--- config.mk ---
export PLATFORM = sky130hd
export DESIGN_NAME = bf_sequencer
export DESIGN_NICKNAME = d
export VERILOG_FILES = /design/src/rtl/bf_pkg.sv /design/src/rtl/bf_mem_mux.sv /design/src/rtl/bf_sequencer.sv
export SDC_FILE = /design/constraint.sdc
export NUM_CORES = 1
export LEC_CHECK = 0
export ABC_CLOCK_PERIOD_IN_PS = 4100
export BUFFER_PORTS_ARGS = -buffer_cell sky130_fd_sc_hd__buf_2
export CAP_MARGIN = 20
export CORE_UTILIZATION = 30
export DETAILED_ROUTE_END_ITERATION = 8
export HOLD_SLACK_MARGIN = 0.02
export PLACE_DENSITY = 0.73
export SYNTH_ARGS = -nofsm -noshare
export SYNTH_HDL_FRONTEND = slang
export SYNTH_SLANG_ARGS = --single-unit
--- constraint.sdc ---
create_clock -name clk -period 4.1 [get_ports clk]
set_input_delay 0.82 -clock clk [delete_from_list [all_inputs] [get_ports clk]]
set_output_delay 0.82 -clock clk [all_outputs]
set_load 0.02 [all_outputs]
--- src/rtl/bf_pkg.sv ---
// Shared types for the Bellman-Ford run sequencer: FSM state, engine grant, memory-port bundle.
// Latency: n/a (types and constants only).
// Backpressure: n/a.
// Widths come from the Const.vh macros NODES, PRED_WIDTH, VERT_WIDTH; the defaults below
// apply only when the build does not supply them. Optional feature macro: BF_EARLY_EXIT_EN.
`ifndef NODES
`define NODES 4
`endif
`ifndef PRED_WIDTH
`define PRED_WIDTH 1
`endif
`ifndef VERT_WIDTH
`define VERT_WIDTH 15
`endif

package bf_pkg;

    typedef enum logic [2:0] {
        S_IDLE      = 3'd0,
        S_INIT      = 3'd1,
        S_RELAX     = 3'd2,
        S_RELAX_GAP = 3'd3,
        S_CYCLE     = 3'd4,
        S_DONE      = 3'd5
    } state_t;

    typedef enum logic [1:0] {
        G_NONE  = 2'd0,
        G_INIT  = 2'd1,
        G_RELAX = 2'd2,
        G_CYCLE = 2'd3
    } grant_t;

    // One engine's view of the vertex and adjacency memories.
    typedef struct packed {
        logic [`PRED_WIDTH:0] vm_addr_a;
        logic [`PRED_WIDTH:0] vm_addr_b;
        logic [`VERT_WIDTH:0] vm_data_b;
        logic                 vm_we_b;
        logic [`PRED_WIDTH:0] adj_row;
        logic [`PRED_WIDTH:0] adj_col;
    } eng_bus_t;

    localparam eng_bus_t ENG_BUS_IDLE = '0;

    // Which engine owns the shared memory ports in a given state.
    function automatic grant_t state_grant(input state_t s);
        case (s)
            S_INIT:  return G_INIT;
            S_RELAX: return G_RELAX;
            S_CYCLE: return G_CYCLE;
            default: return G_NONE;
        endcase
    endfunction

endpackage

--- src/rtl/bf_mem_mux.sv ---
// Grant-indexed mux placing one engine's memory bundle onto the shared vertex/adjacency ports.
// Latency: purely combinational, zero cycles.
// Backpressure: none; a non-granted engine is simply not seen, with no grant the ports read all-zero.
// Ports: grant_i selects; init/relax/cycle_bus_i are the engine bundles; mem_bus_o drives the memories.
module bf_mem_mux
    import bf_pkg::*;
(
    input  grant_t   grant_i,
    input  eng_bus_t init_bus_i,
    input  eng_bus_t relax_bus_i,
    input  eng_bus_t cycle_bus_i,
    output eng_bus_t mem_bus_o
);

    always_comb begin
        mem_bus_o = ENG_BUS_IDLE;
        case (grant_i)
            G_INIT:  mem_bus_o = init_bus_i;
            G_RELAX: mem_bus_o = relax_bus_i;
            G_CYCLE: mem_bus_o = cycle_bus_i;
            default: mem_bus_o = ENG_BUS_IDLE;
        endcase
    end

endmodule

--- src/rtl/bf_sequencer.sv ---
// Sequences init -> MAX_PASSES relax passes -> negative-cycle check, holding idle engines in reset.
// Latency: start to INIT one cycle; each engine done level advances state on the next edge; done pulses one cycle.
// Backpressure: start is ignored outside IDLE; done levels of non-active engines are ignored.
// Ports: clk/reset (sync, active-high), start/busy/done/pass_cnt run control, *_reset engine holds,
// *_done engine completions, relax_changed, per-engine memory bundles in, shared vertmat/adjmat ports out.
// Optional: BF_EARLY_EXIT_EN ends the run after a relax pass that changed no vertex, skipping CYCLE.
module bf_sequencer
    import bf_pkg::*;
#(
    parameter int MAX_PASSES = `NODES - 1,
    parameter int PASS_W     = 8            // must satisfy MAX_PASSES < 2**PASS_W
) (
    input  logic                 clk,
    input  logic                 reset,
    input  logic                 start,
    output logic                 busy,
    output logic                 done,
    output logic [PASS_W-1:0]    pass_cnt,
    output logic                 init_reset,
    output logic                 relax_reset,
    output logic                 cycle_reset,
    input  logic                 init_done,
    input  logic                 relax_done,
    input  logic                 cycle_done,
    input  logic                 relax_changed,
    input  logic [`PRED_WIDTH:0] init_vm_addr_a,
    input  logic [`PRED_WIDTH:0] init_vm_addr_b,
    input  logic [`VERT_WIDTH:0] init_vm_data_b,
    input  logic                 init_vm_we_b,
    input  logic [`PRED_WIDTH:0] init_adj_row,
    input  logic [`PRED_WIDTH:0] init_adj_col,
    input  logic [`PRED_WIDTH:0] relax_vm_addr_a,
    input  logic [`PRED_WIDTH:0] relax_vm_addr_b,
    input  logic [`VERT_WIDTH:0] relax_vm_data_b,
    input  logic                 relax_vm_we_b,
    input  logic [`PRED_WIDTH:0] relax_adj_row,
    input  logic [`PRED_WIDTH:0] relax_adj_col,
    input  logic [`PRED_WIDTH:0] cycle_vm_addr_a,
    input  logic [`PRED_WIDTH:0] cycle_vm_addr_b,
    input  logic [`VERT_WIDTH:0] cycle_vm_data_b,
    input  logic                 cycle_vm_we_b,
    input  logic [`PRED_WIDTH:0] cycle_adj_row,
    input  logic [`PRED_WIDTH:0] cycle_adj_col,
    output logic [`PRED_WIDTH:0] vertmat_addr_a,
    output logic [`PRED_WIDTH:0] vertmat_addr_b,
    output logic [`VERT_WIDTH:0] vertmat_data_b,
    output logic                 vertmat_we_b,
    output logic [`PRED_WIDTH:0] adjmat_row_addr,
    output logic [`PRED_WIDTH:0] adjmat_col_addr
);

    localparam logic [PASS_W-1:0] PASS_LAST = PASS_W'(MAX_PASSES);
    localparam logic [PASS_W-1:0] PASS_ONE  = PASS_W'(1);

    state_t            state_q, state_d;
    logic [PASS_W-1:0] pass_cnt_q, pass_cnt_d;
    logic              init_reset_q, relax_reset_q, cycle_reset_q;
    grant_t            grant;
    eng_bus_t          init_bus, relax_bus, cycle_bus, mem_bus;

`ifdef BF_EARLY_EXIT_EN
    // relax_changed as it stood when the most recent pass completed.
    logic changed_q, changed_d;
`else
    logic unused_relax_changed;
    assign unused_relax_changed = relax_changed;
`endif

    // State register. Holds are registered from the next state, so a hold is low exactly
    // while the FSM sits in that engine's state and is high for at least one cycle before each run.
    always_ff @(posedge clk) begin
        if (reset) begin
            state_q       <= S_IDLE;
            pass_cnt_q    <= '0;
            init_reset_q  <= 1'b1;
            relax_reset_q <= 1'b1;
            cycle_reset_q <= 1'b1;
        end else begin
            state_q       <= state_d;
            pass_cnt_q    <= pass_cnt_d;
            init_reset_q  <= (state_d != S_INIT);
            relax_reset_q <= (state_d != S_RELAX);
            cycle_reset_q <= (state_d != S_CYCLE);
        end
    end

`ifdef BF_EARLY_EXIT_EN
    always_ff @(posedge clk) begin
        if (reset) begin
            changed_q <= 1'b1;
        end else begin
            changed_q <= changed_d;
        end
    end
`endif

    // Next-state logic.
    always_comb begin
        state_d    = state_q;
        pass_cnt_d = pass_cnt_q;
`ifdef BF_EARLY_EXIT_EN
        changed_d  = changed_q;
`endif
        case (state_q)
            S_IDLE: begin
                if (start) begin
                    state_d    = S_INIT;
                    pass_cnt_d = '0;
                end
            end
            S_INIT: begin
                if (init_done) begin
                    state_d = S_RELAX;
                end
            end
            S_RELAX: begin
                if (relax_done) begin
                    state_d    = S_RELAX_GAP;
                    pass_cnt_d = pass_cnt_q + PASS_ONE;
`ifdef BF_EARLY_EXIT_EN
                    changed_d  = relax_changed;
`endif
                end
            end
            S_RELAX_GAP: begin
`ifdef BF_EARLY_EXIT_EN
                // A pass with no update means distances have converged: no negative cycle exists.
                if (!changed_q) begin
                    state_d = S_DONE;
                end else if (pass_cnt_q == PASS_LAST) begin
                    state_d = S_CYCLE;
                end else begin
                    state_d = S_RELAX;
                end
`else
                if (pass_cnt_q == PASS_LAST) begin
                    state_d = S_CYCLE;
                end else begin
                    state_d = S_RELAX;
                end
`endif
            end
            S_CYCLE: begin
                if (cycle_done) begin
                    state_d = S_DONE;
                end
            end
            S_DONE: begin
                state_d = S_IDLE;
            end
            default: begin
                state_d = S_IDLE;
            end
        endcase
    end

    // Outputs decoded from the state register.
    always_comb begin
        done  = (state_q == S_DONE);
        busy  = (state_q != S_IDLE) && (state_q != S_DONE);
        grant = state_grant(state_q);
    end

    assign pass_cnt    = pass_cnt_q;
    assign init_reset  = init_reset_q;
    assign relax_reset = relax_reset_q;
    assign cycle_reset = cycle_reset_q;

    assign init_bus  = '{init_vm_addr_a, init_vm_addr_b, init_vm_data_b,
                         init_vm_we_b, init_adj_row, init_adj_col};
    assign relax_bus = '{relax_vm_addr_a, relax_vm_addr_b, relax_vm_data_b,
                         relax_vm_we_b, relax_adj_row, relax_adj_col};
    assign cycle_bus = '{cycle_vm_addr_a, cycle_vm_addr_b, cycle_vm_data_b,
                         cycle_vm_we_b, cycle_adj_row, cycle_adj_col};

    bf_mem_mux u_mem_mux (
        .grant_i     (grant),
        .init_bus_i  (init_bus),
        .relax_bus_i (relax_bus),
        .cycle_bus_i (cycle_bus),
        .mem_bus_o   (mem_bus)
    );

    assign vertmat_addr_a  = mem_bus.vm_addr_a;
    assign vertmat_addr_b  = mem_bus.vm_addr_b;
    assign vertmat_data_b  = mem_bus.vm_data_b;
    assign vertmat_we_b    = mem_bus.vm_we_b;
    assign adjmat_row_addr = mem_bus.adj_row;
    assign adjmat_col_addr = mem_bus.adj_col;

endmodule

==> flow_summary.toml <==
[logic_synthesis]
synth_top_family_by_area = "compound AO/OA/AOI/OAI gates"
ys_warn_count = 0
yosys_register_bits = 14
synthMuxAreaShare_pct = 1.65
synth_xor_area_share_pct = 0
synth.net_count = 228
netlist_area_um2 = 1210
synth-seq-area-share_pct = 23.2
synth_edf_count = 0
synthFlopType = "dfxtp_1"
synth_compound_area_share_pct = 45.0
yosys.area_share.simple_pct = 21.4
synthCells = 145
synthAdderAreaFrac_pct = 1.03
synthArstFlopShare_pct = 0
yosysUniqueCellTypes = 39
avgSynthCellArea_um2 = 8.34

[worst_setup_path]
critPathCapture = "vertmat_addr_a[1]"
r2r_cells = 4
worstPathRequired_ps = 3280
crit_fanout = 26
reg2reg_slack_ps = 2120
startpoint_type = "flop"
worstSetupPathType = "reg2out"
rr_startpoint = "state_q[1]"
critPathCaptureType = "output pin"
cp-startpoint = "state_q[0]"
arrival_ps = 2280
r2r_end = "relax_reset"

[detailed_routing]
wl_mm = 4.12
vias = 1606
viasPerCell = 5.37
drt_iter0_markers = 38
wl_per_cell_um = 13.8
drc = 0
antenna_left = 0
drt_first_pass_iters = 5

[grt]
use_met2_pct = 31.8
grt_pass1_wl_mm = 5.91
gr-usage-all-layers_pct = 17.3
met1_usage_pct = 20.1
overflow = 0
grt_pass1_vias = 1307
grt_max_degree = 35
grtUsageMet3_pct = 2.43
grt-busiest-layer = "met2"
grt_antenna_before_repair = 0

[power]
intPower_mw = 0.295
leakage_nw = 0.862
share_seq_of_total_power_pct = 32.6
pwr-share-clk_pct = 30.5
swShare_pct = 33.2
pwr-share-comb_pct = 36.9
power_density_nw_per_um2 = 239
ir_worst_vdd_v = 0.000170
netSwitchingPower_mw = 0.146

[finish]
n_fill_cell = 386
most-common-layout-cells = "118 x buf_2, 25 x a22oi_1, 25 x o2bb2ai_1"
final_net_count = 335
area_growth_syn_to_layout_pct = 52.3
layout_commonest_cell = "buf_2"
antenna-diode-count = 0
final_util_pct = 48.9
drive_above_1_share_pct = 52.6

[cts]
path_clk_slew_ps = 60
cts_tree = "yes"
postCtsSetupRepairBufs = 0
htree_num_levels = 1
hold_buffers = 0
cts_resized = 0
cts_made_buffers = 3
cts.sinks = 14
cts_root_buf = "clkbuf_8"
clk_latency_ps = 250
ctsLongestPathBuffers = 2

[die]
die_area_um2 = 4290
core-area_um2 = 3770
initial_core_util_pct = 32.1
die_x_um = 65.5
ios = 120
fp.dieH_um = 65.5
row_count = 22

[job]
maxCapViolations = 0

[sta]
relSlewSlack_pct = 31.7
fin_skew_ps = 1.61
timing.setup.tns_ps = 0
setup_viol = 0
fin_crit_ps = 3100
rsz0062_at_grt = "false"
final-max-slew-violation-count = 0
max_freq_mhz = 322
worst_slew_pin_slew_ps = 1020
fin_crit_sh_pct = 75.7
finalHoldViolations = 0

[hold_path]
min_path_type = "reg2reg"

[place]
dpl.hpwl_mm = 3.06
gp_congestion = 0.799
io_buffers = 118

[status]
status = "finished clean"
==> power by group through the flow <==
stage,registers [mW],clock network (mW),logic [mW]
after floorplan,0.147,0,0.0955
after global placement,0.147,0,0.161
after detailed placement,0.147,0,0.163
after CTS,0.144,0.137,0.164
after global routing,0.145,0.144,0.175
final,0.144,0.135,0.163
==> worst max-delay path, stage by stage, from the launching register on <==
cell	delay (ps)
dfxtp_1	560
nor2b_2	860
a22oi_1	240
o2bb2ai_1	190
buf_2	170
==> through the flow <==
| stage | cells | power, mW | hold WS [ps] | setup WS [ps] | area [um^2] |
|---|---|---|---|---|---|
| finish | 299 | 0.441 | 516 | 997 | 1840 |
| global route | 299 | 0.464 | 553 | 846 | 1840 |
| CTS | 299 | 0.445 | 514 | 963 | 1840 |
| detailed placement | 295 | 0.310 | 510 | 1220 | 1790 |
| global placement | 295 | 0.308 | 501 | 1260 | 1790 |
| floorplan | 145 | 0.242 | 566 | 1790 | 1210 |
==> final cells by class <==
cell class	count	area, um^2	area share, %
Sequential cell	14	280	15.2
Inverter	3	11.3	0.611
Clock buffer	4	55.1	2.99
Multi-Input combinational cell	111	838	45.5
Tap cell	48	60.1	3.26
Timing Repair Buffer	119	598	32.5
==> sequential cells by signal (all words and copies together), names as in the netlist <==
| name | count |
|---|---|
| state_q | 3 |
| pass_cnt | 8 |
| cycle_reset | 1 |
| init_reset | 1 |
| relax_reset | 1 |
==> how the worst min path moves through the flow <==
stage          slack (ps)         from  depth (start not counted)     endpoint
4_1_cts               510  pass_cnt[6]                          2  pass_cnt[6]
2_1_floorplan         570  pass_cnt[6]                          2  pass_cnt[6]
3_5_place_dp          510  pass_cnt[6]                          2  pass_cnt[6]
5_1_grt               550  pass_cnt[1]                          2  pass_cnt[1]
6_report              520  pass_cnt[6]                          2  pass_cnt[6]
3_3_place_gp          500  pass_cnt[5]                          2  pass_cnt[5]
==> kinds of logic after synthesis <==
family | count (synthesis)
buf+inv | 20
mux | 2
simple gates | 36
fa+ha+maj | 1
flops | 14
compound gates | 72
==> layer usage <==
layer	wire length [um]	part of all wire, %	vias to the layer above
li1	-	-	809
met1	1710	42	714
met2	2030	49	75
met3	310	7.5	8
met4	62	1.5	0
met5	0	0	-
==> synth_stat cells (2+ instances only) <==
| cell type | number | area [um^2] |
|---|---|---|
| a21oi_1 | 9 | 45.0 |
| a22oi_1 | 25 | 188 |
| buf_2 | 9 | 45.0 |
| clkbuf_1 | 7 | 26.3 |
| dfxtp_1 | 14 | 280 |
| inv_1 | 3 | 11.3 |
| mux2i_1 | 2 | 20.0 |
| nand2b_1 | 2 | 12.5 |
| nand3_1 | 2 | 10.0 |
| nand4_1 | 2 | 12.5 |
| nor2_1 | 2 | 7.51 |
| nor2b_1 | 2 | 12.5 |
| nor4b_1 | 2 | 17.5 |
| o21ai_0 | 4 | 20.0 |
| o2bb2ai_1 | 25 | 219 |
| o31ai_1 | 5 | 37.5 |
| or2_2 | 2 | 12.5 |
| or3b_2 | 2 | 17.5 |
| or4_1 | 6 | 45.0 |
(Power assumes the default switching activity.)
